### src/rtl/riscv_pkg.sv
// Shared RV32I definitions used by the MEM/WB stage: datapath width,
// writeback source selector and load funct3 encodings.
package riscv_pkg;

    localparam int XLEN = 32;

    typedef enum logic [1:0] {
        RES_ALU = 2'b00,
        RES_MEM = 2'b01,
        RES_PC4 = 2'b10,
        RES_IMM = 2'b11
    } result_src_t;

    localparam logic [2:0] F3_LB  = 3'b000;
    localparam logic [2:0] F3_LH  = 3'b001;
    localparam logic [2:0] F3_LW  = 3'b010;
    localparam logic [2:0] F3_LBU = 3'b100;
    localparam logic [2:0] F3_LHU = 3'b101;

endpackage

### src/rtl/mem_wb_stage_if.sv
// Bundle between the memory stage, the MEM/WB register and the writeback mux.
// master drives the memory-stage side, slave is the stage register itself.
interface mem_wb_stage_if #(
    parameter int XLEN  = 32,
    parameter int CNT_W = 64
);
    import riscv_pkg::*;

    logic              stall;
    logic              flush;
    logic              valid_i;
    logic [XLEN-1:0]   alu_result_i;
    logic [XLEN-1:0]   mem_rdata_i;
    logic [XLEN-1:0]   pc_plus4_i;
    logic [XLEN-1:0]   imm_ext_i;
    result_src_t       result_src_i;
    logic [2:0]        funct3_i;
    logic [4:0]        rd_i;
    logic              reg_write_i;

    logic              valid_o;
    logic [XLEN-1:0]   alu_result_o;
    logic [XLEN-1:0]   load_data_o;
    logic [XLEN-1:0]   pc_plus4_o;
    logic [XLEN-1:0]   imm_ext_o;
    result_src_t       result_src_o;
    logic [4:0]        rd_o;
    logic              reg_write_o;
    logic              misaligned_o;
    logic [CNT_W-1:0]  instret_o;

    modport master (
        output stall, flush, valid_i, alu_result_i, mem_rdata_i, pc_plus4_i,
               imm_ext_i, result_src_i, funct3_i, rd_i, reg_write_i,
        input  valid_o, alu_result_o, load_data_o, pc_plus4_o, imm_ext_o,
               result_src_o, rd_o, reg_write_o, misaligned_o, instret_o
    );

    modport slave (
        input  stall, flush, valid_i, alu_result_i, mem_rdata_i, pc_plus4_i,
               imm_ext_i, result_src_i, funct3_i, rd_i, reg_write_i,
        output valid_o, alu_result_o, load_data_o, pc_plus4_o, imm_ext_o,
               result_src_o, rd_o, reg_write_o, misaligned_o, instret_o
    );

endinterface

### src/rtl/mem_wb_stage_load_extend.sv
// Combinational load alignment: picks the addressed byte/half out of the raw
// memory word, sign- or zero-extends it, and flags addresses that are not size-aligned.
module load_extend
    import riscv_pkg::*;
(
    input  logic [XLEN-1:0] rdata,
    input  logic [1:0]      off,
    input  logic [2:0]      funct3,
    output logic [XLEN-1:0] data,
    output logic            mis
);

    logic signed [7:0]  byte_sel;
    logic signed [15:0] half_sel;

    always_comb begin
        byte_sel = 8'sd0;
        unique case (off)
            2'd0: byte_sel = rdata[7:0];
            2'd1: byte_sel = rdata[15:8];
            2'd2: byte_sel = rdata[23:16];
            2'd3: byte_sel = rdata[31:24];
            default: byte_sel = 8'sd0;
        endcase
        half_sel = off[1] ? rdata[31:16] : rdata[15:0];
    end

    // Signed casts sign-extend; $unsigned forces zero extension for LBU/LHU.
    always_comb begin
        data = rdata;
        mis  = 1'b0;
        case (funct3)
            F3_LB: begin
                data = XLEN'(byte_sel);
            end
            F3_LBU: begin
                data = XLEN'($unsigned(byte_sel));
            end
            F3_LH: begin
                data = XLEN'(half_sel);
                mis  = off[0];
            end
            F3_LHU: begin
                data = XLEN'($unsigned(half_sel));
                mis  = off[0];
            end
            F3_LW: begin
                data = rdata;
                mis  = (off != 2'd0);
            end
            default: begin
                data = rdata;
                mis  = (off != 2'd0);
            end
        endcase
    end

endmodule

### src/rtl/mem_wb_stage.sv
// MEM/WB pipeline register of the RV32I core: registers the four writeback
// candidates and control, suppresses misaligned loads, and counts retired instructions.
module mem_wb_stage #(
    parameter int XLEN  = riscv_pkg::XLEN,
    parameter int CNT_W = 64
) (
    input logic           clk,
    input logic           rst,
    mem_wb_stage_if.slave bus
);
    import riscv_pkg::*;

    logic [XLEN-1:0]  ld_data;
    logic             ld_mis;
    logic             mis;
    logic             retire;

    logic             vld_p1;
    logic [XLEN-1:0]  alu_result_p1;
    logic [XLEN-1:0]  load_data_p1;
    logic [XLEN-1:0]  pc_plus4_p1;
    logic [XLEN-1:0]  imm_ext_p1;
    result_src_t      result_src_p1;
    logic [4:0]       rd_p1;
    logic             reg_write_p1;
    logic             mis_p1;
    logic [CNT_W-1:0] instret_p1;

    load_extend u_load_extend (
        .rdata  (bus.mem_rdata_i),
        .off    (bus.alu_result_i[1:0]),
        .funct3 (bus.funct3_i),
        .data   (ld_data),
        .mis    (ld_mis)
    );

    // Alignment only matters for real instructions that write back load data.
    assign mis    = bus.valid_i && (bus.result_src_i == RES_MEM) && ld_mis;
    assign retire = bus.valid_i && !mis;

    // MEM -> WB boundary: rst > flush > stall > load
    always_ff @(posedge clk) begin
        if (rst) begin
            vld_p1        <= 1'b0;
            alu_result_p1 <= '0;
            load_data_p1  <= '0;
            pc_plus4_p1   <= '0;
            imm_ext_p1    <= '0;
            result_src_p1 <= RES_ALU;
            rd_p1         <= '0;
            reg_write_p1  <= 1'b0;
            mis_p1        <= 1'b0;
            instret_p1    <= '0;
        end else if (bus.flush) begin
            vld_p1       <= 1'b0;
            reg_write_p1 <= 1'b0;
            mis_p1       <= 1'b0;
        end else if (!bus.stall) begin
            vld_p1        <= bus.valid_i;
            alu_result_p1 <= bus.alu_result_i;
            load_data_p1  <= ld_data;
            pc_plus4_p1   <= bus.pc_plus4_i;
            imm_ext_p1    <= bus.imm_ext_i;
            result_src_p1 <= bus.result_src_i;
            rd_p1         <= bus.rd_i;
            reg_write_p1  <= bus.reg_write_i && bus.valid_i && !mis;
            mis_p1        <= mis;
            if (retire) begin
                instret_p1 <= instret_p1 + CNT_W'(1);
            end
        end
    end

    assign bus.valid_o      = vld_p1;
    assign bus.alu_result_o = alu_result_p1;
    assign bus.load_data_o  = load_data_p1;
    assign bus.pc_plus4_o   = pc_plus4_p1;
    assign bus.imm_ext_o    = imm_ext_p1;
    assign bus.result_src_o = result_src_p1;
    assign bus.rd_o         = rd_p1;
    assign bus.reg_write_o  = reg_write_p1;
    assign bus.misaligned_o = mis_p1;
    assign bus.instret_o    = instret_p1;

endmodule

### src/flat_wrapper.sv
// flat-port wrapper written by rule: the top's interface ports become plain ports
module mem_wb_stage_flat import riscv_pkg::*;
#(
    parameter int XLEN  = riscv_pkg::XLEN,
    parameter int CNT_W = 64
)
  (clk, rst, bus_stall, bus_flush, bus_valid_i, bus_alu_result_i, bus_mem_rdata_i, bus_pc_plus4_i, bus_imm_ext_i, bus_result_src_i, bus_funct3_i, bus_rd_i, bus_reg_write_i, bus_valid_o, bus_alu_result_o, bus_load_data_o, bus_pc_plus4_o, bus_imm_ext_o, bus_result_src_o, bus_rd_o, bus_reg_write_o, bus_misaligned_o, bus_instret_o);
  mem_wb_stage_if #(.XLEN(XLEN), .CNT_W(CNT_W)) bus_i ();
  input logic clk;
  input logic rst;
  input wire logic [$bits(bus_i.stall)-1:0] bus_stall;
  input wire logic [$bits(bus_i.flush)-1:0] bus_flush;
  input wire logic [$bits(bus_i.valid_i)-1:0] bus_valid_i;
  input wire logic [$bits(bus_i.alu_result_i)-1:0] bus_alu_result_i;
  input wire logic [$bits(bus_i.mem_rdata_i)-1:0] bus_mem_rdata_i;
  input wire logic [$bits(bus_i.pc_plus4_i)-1:0] bus_pc_plus4_i;
  input wire logic [$bits(bus_i.imm_ext_i)-1:0] bus_imm_ext_i;
  input wire logic [$bits(bus_i.result_src_i)-1:0] bus_result_src_i;
  input wire logic [$bits(bus_i.funct3_i)-1:0] bus_funct3_i;
  input wire logic [$bits(bus_i.rd_i)-1:0] bus_rd_i;
  input wire logic [$bits(bus_i.reg_write_i)-1:0] bus_reg_write_i;
  output wire logic [$bits(bus_i.valid_o)-1:0] bus_valid_o;
  output wire logic [$bits(bus_i.alu_result_o)-1:0] bus_alu_result_o;
  output wire logic [$bits(bus_i.load_data_o)-1:0] bus_load_data_o;
  output wire logic [$bits(bus_i.pc_plus4_o)-1:0] bus_pc_plus4_o;
  output wire logic [$bits(bus_i.imm_ext_o)-1:0] bus_imm_ext_o;
  output wire logic [$bits(bus_i.result_src_o)-1:0] bus_result_src_o;
  output wire logic [$bits(bus_i.rd_o)-1:0] bus_rd_o;
  output wire logic [$bits(bus_i.reg_write_o)-1:0] bus_reg_write_o;
  output wire logic [$bits(bus_i.misaligned_o)-1:0] bus_misaligned_o;
  output wire logic [$bits(bus_i.instret_o)-1:0] bus_instret_o;
  assign bus_i.stall = bus_stall;
  assign bus_i.flush = bus_flush;
  assign bus_i.valid_i = bus_valid_i;
  assign bus_i.alu_result_i = bus_alu_result_i;
  assign bus_i.mem_rdata_i = bus_mem_rdata_i;
  assign bus_i.pc_plus4_i = bus_pc_plus4_i;
  assign bus_i.imm_ext_i = bus_imm_ext_i;
  assign bus_i.result_src_i = bus_result_src_i;
  assign bus_i.funct3_i = bus_funct3_i;
  assign bus_i.rd_i = bus_rd_i;
  assign bus_i.reg_write_i = bus_reg_write_i;
  assign bus_valid_o = bus_i.valid_o;
  assign bus_alu_result_o = bus_i.alu_result_o;
  assign bus_load_data_o = bus_i.load_data_o;
  assign bus_pc_plus4_o = bus_i.pc_plus4_o;
  assign bus_imm_ext_o = bus_i.imm_ext_o;
  assign bus_result_src_o = bus_i.result_src_o;
  assign bus_rd_o = bus_i.rd_o;
  assign bus_reg_write_o = bus_i.reg_write_o;
  assign bus_misaligned_o = bus_i.misaligned_o;
  assign bus_instret_o = bus_i.instret_o;
  mem_wb_stage #(.XLEN(XLEN), .CNT_W(CNT_W)) u_core (.clk(clk), .rst(rst), .bus(bus_i));
endmodule
### config.mk
export PLATFORM = sky130hd
export DESIGN_NAME = mem_wb_stage_flat
export DESIGN_NICKNAME = d
export VERILOG_FILES = /design/src/rtl/riscv_pkg.sv /design/src/rtl/mem_wb_stage_if.sv /design/src/rtl/mem_wb_stage_load_extend.sv /design/src/rtl/mem_wb_stage.sv /design/src/flat_wrapper.sv
export SDC_FILE = /design/constraint.sdc
export NUM_CORES = 1
export LEC_CHECK = 0
export CAP_MARGIN = 20
export CORE_ASPECT_RATIO = 1.5
export CORE_MARGIN = 1.5
export CORE_UTILIZATION = 47
export DETAILED_ROUTE_END_ITERATION = 8
export PLACE_DENSITY = 0.87
export SKIP_LAST_GASP = 1
export SLEW_MARGIN = 30
export SYNTH_ARGS = -nofsm -noshare
export SYNTH_HDL_FRONTEND = slang
export SYNTH_SLANG_ARGS = --single-unit
export TNS_END_PERCENT = 10
### constraint.sdc
create_clock -name clk -period 3.3 [get_ports clk]
set_input_delay 0.495 -clock clk [delete_from_list [all_inputs] [get_ports clk]]
set_output_delay 0.495 -clock clk [all_outputs]
set_load 0.005 [all_outputs]
[Yosys cells after proc, flatten, opt, wreduce, memory -nomap -nowiden]
Cells that the tools add are included.
Storage, ports and cells
  flip-flop bits (word level): 202
  input bits: 144
  output and inout bits: 202
  word-level logic and storage cells: 38
Operators by class
  add/sub/neg operators: 1
  equality and inequality tests: 7
  muxes and demuxes: 4
  bitwise logic cells: 2
  reduce and logical (&&, ||, !) cells: 14
Operators by type and width (count)
  one-hot mux 32 bit (4 select lines): 1
  adder 64 x 1 -> 64 bit, second input constant: 1
  one-hot mux 8 bit (4 select lines): 1
  2-to-1 mux 16 bit: 1
  == test 3 bit, second input constant: 2
  OR reduction 2 bit: 3
  logical AND 1 bit: 5
  == test 2 x 1 -> 1 bit, second input constant: 2
  == test 2 bit, second input constant: 2
  == test 3 x 1 -> 1 bit, second input constant: 1
  zero test 3 bit: 1
  AND reduction 3 bit: 1
  zero test 2 bit: 1
  inverter 1 bit: 2
  one-hot mux 1 bit (2 select lines): 1
  AND reduction 2 bit: 1
  nonzero test 2 bit: 1
  zero test 1 bit: 1

[Logic depth before layout (Yosys ltp)]
Gate-level depths: netlist (run 1).
  depth after elaboration: 7
  depth in mapped cells: 8
  depth with buffers taken out: 6

[Hierarchy]
A second synthesis (run 1) with hierarchy kept.
Unflattened totals
  cell total of the unflattened synthesis: 1104
  area, all modules: 8758.4 µm²
By module, submodules not included
  mem_wb_stage: times used 1, cells each 977, area an instance 7885.1 µm², seq. area each 4043.9 µm²
  load_extend: times used 1, cells each 127, area an instance 873.3 µm², seq. area each 0.0 µm²

[Worst setup path before layout (run 1)]
OpenSTA, ideal clock, no wires.
  path kind: register to register
  from: reg u_core.instret_p1[0], in the netlist u_core.bus.instret_o[0]
  to: reg u_core.instret_p1[36], in the netlist u_core.bus.instret_o[36]
  setup time: 0.070 ns
  arrival time: 2.127 ns
  required time: 3.230 ns
  setup slack: 1.102 ns
  cell stages (with the launch flop): 8
  path buffers: 1
  clock period less this slack: 2.198 ns
  cells stage by stage: dfxtp_1 > ha_1 > nand4_1 > or3_1 > buf_2 > or4_4 > or4_1 > a21oi_1
On the way
  longest elaborated chain between the ends: 1
RTL lines
  from (decl): line mem_wb_stage.sv:27  | logic [CNT_W-1:0] instret_p1;
  from (signal assigned): line mem_wb_stage.sv:69  | instret_p1 <= instret_p1 + CNT_W'(1);
  adder 64 x 1 -> 64 bit: line mem_wb_stage.sv:69
No other way between the ends.
A chain may end at the register's enable or synchronous reset.

[Worst setup path after layout (run 1)]
  from: reg u_core.instret_p1[14], in the netlist u_core.bus.instret_o[14]
  to: reg u_core.instret_p1[33], in the netlist u_core.bus.instret_o[33]
Same word-level chain as after synthesis.

==> results of run 1 <==
==> synth_stat cells, drive strengths merged, types with 17 or more instances <==
cell | count | area share (%)
a211oi | 25 | 2.2
a21oi | 157 | 9.3
clkbuf | 72 | 3.2
dfxtp | 202 | 48
nand2 | 287 | 13
nand3 | 29 | 1.7
nand4 | 25 | 2.0
nor2 | 56 | 2.5
nor3 | 20 | 1.2
o21ai | 27 | 1.6
o31ai | 24 | 2.1
or3 | 17 | 1.3
or4 | 24 | 2.2
==> tightest hold or removal path: cells and delay by family, from the launching register on <==
| family | cells | cell delay [ps] |
|---|---|---|
| AND/OR/NAND/NOR | 1 | 50 |
| flip-flops | 1 | 310 |
| AO/OA/AOI/OAI | 1 | 50 |
==> kinds of logic (layout without fill, tap and decap cells) <==
kind of cell,after synthesis,in the layout,share of synthesized area [%]
buffers and inverters,85,407,3.81
adders and majority gates,1,1,0.148
AOI/OAI and AO/OA,263,263,18.0
xor gates and xnor gates,19,19,1.97
and+or+nand+nor,503,503,27.7
muxes,2,2,0.401
DFF,202,202,48.0
==> power breakdown <==
group / switching, W / total, W / internal [W]
clock network: 0.000959 / 0.00242 / 0.00146
registers: 0.0000486 / 0.00257 / 0.00252
logic: 0.000302 / 0.000675 / 0.000373
==> flip-flops by register name, indices dropped and copies added, names as in the netlist <==
name / count
u_core.bus.instret_o: 64
u_core.bus.alu_result_o: 32
u_core.bus.imm_ext_o: 32
u_core.bus.load_data_o: 32
u_core.bus.pc_plus4_o: 32
u_core.bus.rd_o: 5
u_core.bus.result_src_o: 2
u_core.bus.misaligned_o: 1
u_core.bus.reg_write_o: 1
u_core.bus.valid_o: 1
==> cells in the final DEF, fill, tap and decap left out, types with 2 or more instances in the layout <==
| cell type | count |
|---|---|
| a211oi_1 | 25 |
| a21oi_1 | 157 |
| a22oi_1 | 7 |
| a31oi_1 | 7 |
| and3_1 | 4 |
| and4_1 | 6 |
| buf_12 | 2 |
| buf_4 | 16 |
| bufinv_16 | 3 |
| clkbuf_1 | 4 |
| clkbuf_16 | 21 |
| clkbuf_8 | 3 |
| clkdlybuf4s50_1 | 344 |
| clkinv_2 | 2 |
| dfxtp_1 | 202 |
| inv_1 | 11 |
| nand2_1 | 287 |
| nand2b_1 | 3 |
| nand3_1 | 29 |
| nand4_1 | 24 |
| nand4b_1 | 5 |
| nand4bb_1 | 2 |
| nor2_1 | 55 |
| nor2b_1 | 6 |
| nor3_1 | 19 |
| nor4_1 | 13 |
| nor4_2 | 2 |
| o21ai_0 | 27 |
| o221ai_1 | 7 |
| o31ai_1 | 24 |
| o41ai_1 | 2 |
| or3_1 | 17 |
| or4_1 | 23 |
| xnor2_1 | 13 |
| xor2_1 | 6 |
==> how the worst max path moves through the flow <==
stage,cells after the start,slack (ps),endpoint,startpoint
final,5,720,u_core.bus.instret_o[33]$_SDFFE_PP0P_,u_core.bus.instret_o[14]$_SDFFE_PP0P_
after global routing,6,610,u_core.bus.instret_o[50]$_SDFFE_PP0P_,u_core.bus.instret_o[1]$_SDFFE_PP0P_
after CTS,5,770,u_core.bus.instret_o[33]$_SDFFE_PP0P_,u_core.bus.instret_o[14]$_SDFFE_PP0P_
after detailed placement,7,380,u_core.bus.instret_o[56]$_SDFFE_PP0P_,bus_stall
after global placement,7,480,u_core.bus.instret_o[46]$_SDFFE_PP0P_,bus_flush
after floorplan,7,1100,u_core.bus.instret_o[36]$_SDFFE_PP0P_,u_core.bus.instret_o[0]$_SDFFE_PP0P_
==> cell type report <==
| cell class | instances | area [sq um] |
|---|---|---|
| repair buffers | 363 | 3610 |
| inverters | 11 | 41.3 |
| flip-flops and latches | 202 | 4040 |
| fillers | 1286 | 4770 |
| well taps | 213 | 267 |
| multi-input cells | 788 | 4080 |
| clock buffers | 28 | 582 |
| clock inverters | 5 | 100 |
==> metrics by stage <==
step	setup slack, ps	total power (W)
final	724	0.00566
after global routing	613	0.00583
after floorplan	1100	0.00285
after CTS	768	0.00568
after detailed placement	378	0.00329
after global placement	476	0.00328
==> per-layer routing <==
layer  track usage (%)  part of all wire [%]  vias to the layer above
met4              13.4                   4.7                        0
met1              33.8                    36                     4328
li1                  -                     -                     4398
met3              8.11                   8.8                       90
met2              56.6                    51                      473
met5                 0                     0                        -
==> results.cfg, run 1 <==
[clocking]
cts_max_level = 1
postCtsHoldBufs = 0
clock_path_buffers = 3
clock_sink_count = 202
clkLatencyLatePin_ps = 490
cts_resized = 0
cts.reportedPaths.clkPinSlew_ps = 70
cts_tree = yes
cts_setup_buffers = 0
numCtsBuffers = 20
cts_root_buf = clkbuf_16

[drt]
wl_per_cell_microns = 18.7
dr.first_iter.drc_count = 806
post-route-drc-count = 17
dr.pass1.iters = 8
vias_per_cell = 5.77
antenna_left = 0
dr_total_vias = 9289
wl_microns = 30200

[worst_setup_path]
r2r_end = u_core.bus.instret_o[33]$_SDFFE_PP0P_
required_ps = 3740
path_class = flip-flop to flip-flop
reg2reg_depth = 5
crit_top_cell = nand4_1
crit_path_top_delay_cell = nor4_1
critPathMaxFanout = 7
rrSetupSlack_ps = 720
endpoint_kind = flip-flop
cp_top_family = simple AND/OR/NAND/NOR gates
regToRegStartpoint = u_core.bus.instret_o[14]$_SDFFE_PP0P_
crit_buf_inv = 0
slowest_delay_ps = 780
cp_cell_sequence = nand4_1 -> nor4_1 -> nand4_1 -> or4_1 -> nand2_1
worstSetupStartpointType = flip-flop
cp_data_arrival_time_ps = 3010

[synth]
synthArstFlopShare_pct = 0
syn_nets = 1220
syn_inst = 1075
synth_seq_area_share_pct = 48.0
yosysWarnings = 0
synth_area_sq_mm = 0.00843
synth_edf_count = 0
syn_avg_cell_area_sq_um = 7.84
synth-main-ff-cell = dfxtp_1
yosys.cell_types.count = 45
synth_seq_cells = 202

[die]
dieWidth_microns = 112
ios = 346
rows = 59
fp.dieH_microns = 167
core_sq_mm = 0.0175
die-area_sq_mm = 0.0188
initial_core_util_pct = 48.2

[hold_path]
hold_depth = 2
holdPathEnd = u_core.bus.alu_result_o[31]$_SDFFE_PP0P_
hold_start = u_core.bus.alu_result_o[31]$_SDFFE_PP0P_
hp-class = flip-flop to flip-flop

[placement]
port_buffers = 345
place_area_sq_mm = 0.0120
placed_cells = 1577
globalplace.congestion = 0.915
hpwlAfterDp_microns = 21200

[global_routing]
grt-ovfl-total = 0
grt_max_degree = 129
antenna_found_initial = 0
grt_usage_pct = 31.1
grt_pass1_wl_microns = 47300
grt_pass1_vias = 9018

[final_layout]
nets = 1531
final_area_sq_mm = 0.0127
final_util_pct = 72.7
fin_cells = 1610
n_antenna_cell = 0
area_growth_pct = 50.9
drive_above_1_share_pct = 4.22

[timing]
fin_tns_setup_ps = 0
rsz0062_at_grt = no
skew_ps = 8.58
slew_viol_final = 0
max_freq_ghz = 0.388
slew_headroom_pct = 35.2
worst_pin_slew_ps = 972
finalSetupViolCount = 0
min_period_over_period_pct = 78.1
whs_ps = 453
period_needed_ps = 2580
hold_viol_final = 0

[power_and_ir_drop]
p_per_area_mw_per_mm2 = 445
ir_drop_v = 0.000510
leakage_nw = 4.27

[status]
violations = design-rule violations
status = finished, violations left

[job]
cap_violations = 0
(Power assumes the default switching activity.)
==> inputs of run 2 (changes only) <==
- CORE_UTILIZATION: 47 -> 43
- PLACE_DENSITY: 0.87 -> 0.8
- clock period: 3.3 -> 2.63 ns (I/O delays scaled with it)
==> run 2 against run 1 <==
Net effect: the run now ends clean; non-clock buffer count increased by 32; global-route usage down 3.1 points; sequential power increased by 25%; sequential share of layout area down 0.79 points; final area grew 2.6%; first-iteration DRC count shrank 0.62%; total power is 25% higher; critical endpoint is now u_core.bus.instret_o[30]$_SDFFE_PP0P_; largest power group unchanged; highest routed layer is now met5.
==> results.cfg, run 2 (synthesized netlist as in run 1, its figures left out) <==
[global_routing]
grt_usage_pct = 28.0
antenna_found_initial = 1
met1_usage_pct = 30.3
grt_util_met3_pct = 7.68
grt-ovfl-total = 0
grt_max_degree = 112
grt_pass1_vias = 9098
grt_pass1_wl_microns = 47100
busiest_layer = met2
grt_util_met2_pct = 51.2

[hold_path]
hold_depth = 3
hold_start = bus_imm_ext_i[14]
holdPathEnd = u_core.bus.imm_ext_o[14]$_SDFFE_PP0P_
hp-class = input pin to flip-flop

[power_and_ir_drop]
p_per_area_mw_per_mm2 = 544
leakage_nw = 4.43
ir_drop_v = 0.000510

[die]
rows = 62
fp.dieH_microns = 175
dieWidth_microns = 117
die-area_sq_mm = 0.0205
core_sq_mm = 0.0192
initial_core_util_pct = 44.0
ios = 346

[worst_setup_path]
rrSetupSlack_ps = 280
worstSetupStartpointType = flip-flop
critPathMaxFanout = 6
cp_data_arrival_time_ps = 2770
r2r_end = u_core.bus.instret_o[30]$_SDFFE_PP0P_
reg2reg_depth = 6
path_class = flip-flop to flip-flop
required_ps = 3040
endpoint_kind = flip-flop
regToRegStartpoint = u_core.bus.instret_o[0]$_SDFFE_PP0P_

[clocking]
postCtsHoldBufs = 0
numCtsBuffers = 21
clock_path_buffers = 3
cts_max_level = 1
cts_tree = yes
clock_sink_count = 202
cts_setup_buffers = 0
cts_resized = 0
cts_root_buf = clkbuf_16
cts.reportedPaths.clkPinSlew_ps = 60
clkLatencyLatePin_ps = 500

[timing]
worst_pin_slew_ps = 845
fin_ws_ps = 276
rsz0062_at_grt = no
fin_tns_setup_ps = 0
hold_viol_final = 0
min_period_over_period_pct = 89.5
slew_viol_final = 0
period_needed_ps = 2350
max_freq_ghz = 0.425
finalSetupViolCount = 0
skew_ps = 10.5
slew_headroom_pct = 43.7

[status]
status = finished, final reports clean

[final_layout]
area_growth_pct = 54.8
largest_reg_flops = 64
drive_above_1_share_pct = 6.49
nets = 1564
final_common_cell = clkdlybuf4s50_1
n_antenna_cell = 0
most-common-layout-cells = clkdlybuf4s50_1, nand2_1, dfxtp_1

[drt]
wl_per_cell_microns = 17.6
dr_total_vias = 9290
antenna_left = 0
dr.pass1.iters = 5
wl_microns = 29700
vias_per_cell = 5.50
post-route-drc-count = 0
dr.first_iter.drc_count = 801

[job]
cap_violations = 0

[placement]
place_ws_ps = 32.3
hpwlAfterDp_microns = 21800
port_buffers = 345
globalplace.congestion = 0.907
-- run 2: power breakdown --
part           internal [W]  switching (W)
combinational      0.000486       0.000371
clock               0.00180        0.00122
sequential          0.00317      0.0000579
-- run 2: area by class of cell --
type / count / area, sq um
multi-input combinational: 788 / 4080
fill: 1595 / 6110
inverter: 11 / 41.3
timing repair buffer: 395 / 3880
tap: 256 / 320
clock buffer: 31 / 613
sequential: 202 / 4040
clock inverter: 5 / 75.1
-- run 2: worst max path at each step --
stage | startpoint | to | slack [ps] | cells past startpoint
final | u_core.bus.instret_o[0]$_SDFFE_PP0P_ | u_core.bus.instret_o[30]$_SDFFE_PP0P_ | 280 | 6
after CTS | u_core.bus.instret_o[0]$_SDFFE_PP0P_ | u_core.bus.instret_o[30]$_SDFFE_PP0P_ | 290 | 6
after global placement | bus_flush | u_core.bus.instret_o[44]$_SDFFE_PP0P_ | 70 | 8
after global routing | u_core.bus.instret_o[0]$_SDFFE_PP0P_ | u_core.bus.instret_o[30]$_SDFFE_PP0P_ | 160 | 6
after detailed placement | bus_flush | u_core.bus.instret_o[44]$_SDFFE_PP0P_ | 30 | 8
after floorplan | u_core.bus.instret_o[0]$_SDFFE_PP0P_ | u_core.bus.instret_o[36]$_SDFFE_PP0P_ | 430 | 7
-- run 2: stage by stage --
step,util [%],total power (W),instance area (sq um),std cells,hold slack [ps]
after floorplan,-,0.00358,8430,1075,453
after CTS,68.1,0.00715,13100,1688,431
after global routing,68.1,0.00735,13100,1688,432
after global placement,64.5,0.00413,12400,1652,440
after detailed placement,64.5,0.00414,12400,1652,446
final,68.1,0.00710,13100,1688,442
-- run 2: layer usage --
layer  share of wire, %  up-vias
met5              0.044        -
met4                4.2        2
met3                8.7       80
met2                 52      416
met1                 36     4330
li1                   -     4462
-- run 2: worst max-delay path: stages (launching register included) --
cell and delay [ps]:
dfxtp_1 380, ha_1 270, nand4_1 150, or3_1 440
or4_4 480, or4_1 410, a21oi_1 160
==> inputs of run 3 (changes only) <==
- CTS_CLUSTER_SIZE: not set -> 12
- SLEW_MARGIN: 30 -> not set
==> run 3 against run 2 <==
Net effect: clock-buffer cell count did not move; die area did not move; sequential power barely moved; combinational power barely moved; clock skew rose by 2.4 ps; first-iteration DRC count rose by 1.7%; via count fell by 0.31%; global-route usage barely moved; clock power fell by 2%; critical endpoint unchanged.
==> results.cfg, run 3 (synthesized netlist as in run 1, its figures left out) <==
[global_routing]
grt-ovfl-total = 0
grt_pass1_vias = 9024
grt_usage_pct = 28.0
grt_max_degree = 112
grt_util_met3_pct = 7.91
grt_pass1_wl_microns = 47100
busiest_layer = met2
met1_usage_pct = 30.5
antenna_found_initial = 1
grt_util_met2_pct = 51.2

[timing]
max_freq_ghz = 0.425
whs_ps = 438
slew_headroom_pct = 42.3
skew_ps = 12.9
period_needed_ps = 2350
slew_viol_final = 0
finalSetupViolCount = 0
hold_viol_final = 0
min_period_over_period_pct = 89.4
rsz0062_at_grt = no
worst_pin_slew_ps = 866
fin_tns_setup_ps = 0

[worst_setup_path]
cp_data_arrival_time_ps = 2780
crit_path_top_delay_cell = or4_4
r2r_end = u_core.bus.instret_o[30]$_SDFFE_PP0P_
critPathMaxFanout = 6
cp_cell_sequence = ha_1 -> nand4_1 -> or3_1 -> or4_4 -> or4_1 -> a21oi_1
required_ps = 3060
path_class = flip-flop to flip-flop
slowest_delay_ps = 470
worstSetupStartpointType = flip-flop
regToRegStartpoint = u_core.bus.instret_o[0]$_SDFFE_PP0P_
rrSetupSlack_ps = 280
endpoint_kind = flip-flop
reg2reg_depth = 6
crit_buf_inv = 0
cp_top_family = simple AND/OR/NAND/NOR gates

[power_and_ir_drop]
power_frac_clock_pct = 42.1
ir_drop_v = 0.000526
leakage_nw = 4.43
power.share.switching_pct = 23.3
internal_power_w = 0.00542
p_per_area_mw_per_mm2 = 541
p_comb_share_pct = 12.2
seq_power_share_pct = 45.7
p_switching_w = 0.00164

[die]
dieWidth_microns = 117
core_sq_mm = 0.0192
die-area_sq_mm = 0.0205
rows = 62
ios = 346
initial_core_util_pct = 44.0
fp.dieH_microns = 175

[drt]
wl_microns = 29600
vias_per_cell = 5.49
dr.pass1.iters = 5
antenna_left = 0
post-route-drc-count = 0
dr_total_vias = 9261
dr.first_iter.drc_count = 815
wl_per_cell_microns = 17.6

[clocking]
cts_setup_buffers = 0
cts_tree = yes
cts_max_level = 1
clock_sink_count = 202
postCtsHoldBufs = 0
cts_resized = 0
cts.reportedPaths.clkPinSlew_ps = 60
clock_path_buffers = 3
cts_root_buf = clkbuf_16
numCtsBuffers = 22
clkLatencyLatePin_ps = 500

[final_layout]
most-common-layout-cells = clkdlybuf4s50_1, nand2_1, dfxtp_1
nets = 1565
drive_above_1_share_pct = 6.43
final_common_cell = clkdlybuf4s50_1
largest_reg_flops = 64
final_area_sq_mm = 0.0130
n_antenna_cell = 0
area_growth_pct = 54.7

[job]
cap_violations = 0

[placement]
globalplace.congestion = 0.907
port_buffers = 345
place_area_sq_mm = 0.0124
hpwlAfterDp_microns = 21800

[hold_path]
hp-class = input pin to flip-flop
hold_depth = 3
hold_start = bus_imm_ext_i[3]
holdPathEnd = u_core.bus.imm_ext_o[3]$_SDFFE_PP0P_

[status]
status = finished, final reports clean
## run 3: metal layers
layer  up-vias  share of wire, %
li1       4459                 -
met1      4309                36
met2       417                52
met3        74               8.7
met4         2               3.8
met5         -             0.044
## run 3: power groups by stage
stage | Clock (W) | Combinational [W] | Sequential, W
6_report | 0.00297 | 0.000859 | 0.00322
5_1_grt | 0.00316 | 0.000927 | 0.00324
4_1_cts | 0.00303 | 0.000861 | 0.00322
3_5_place_dp | 0 | 0.000855 | 0.00329
3_3_place_gp | 0 | 0.000846 | 0.00328
2_1_floorplan | 0 | 0.000283 | 0.00329
## run 3: worst reg2reg max path, cell delays in order, from the launching register on
cell     delay (ps)
dfxtp_1         380
ha_1            270
nand4_1         140
or3_1           430
or4_4           470
or4_1           420
a21oi_1         160
## run 3: final cells by class
cell class              instances  area, sq um
clock inverters                 4         47.5
inverters                      11         41.3
repair buffers                395         3880
flip-flops and latches        202         4040
well taps                     256          320
multi-input cells             788         4080
clock buffers                  31          636
fillers                      1606         6110
## run 3: worst max-delay path by stage
stage	start	endpoint	depth (start not counted)
6_report	u_core.bus.instret_o[0]$_SDFFE_PP0P_	u_core.bus.instret_o[30]$_SDFFE_PP0P_	6
5_1_grt	u_core.bus.instret_o[0]$_SDFFE_PP0P_	u_core.bus.instret_o[30]$_SDFFE_PP0P_	6
4_1_cts	u_core.bus.instret_o[0]$_SDFFE_PP0P_	u_core.bus.instret_o[30]$_SDFFE_PP0P_	6
3_5_place_dp	bus_flush	u_core.bus.instret_o[44]$_SDFFE_PP0P_	8
3_3_place_gp	bus_flush	u_core.bus.instret_o[44]$_SDFFE_PP0P_	8
2_1_floorplan	u_core.bus.instret_o[0]$_SDFFE_PP0P_	u_core.bus.instret_o[36]$_SDFFE_PP0P_	7
## run 3: through the flow
step / worst slack (ps) / power, W / utilization (%) / instances
floorplan: 432 / 0.00358 / - / 1075
global placement: 69.6 / 0.00413 / 64.5 / 1652
detailed placement: 32.3 / 0.00414 / 64.5 / 1652
CTS: 295 / 0.00712 / 68.1 / 1687
global route: 165 / 0.00732 / 68.1 / 1687
finish: 279 / 0.00706 / 68.1 / 1687
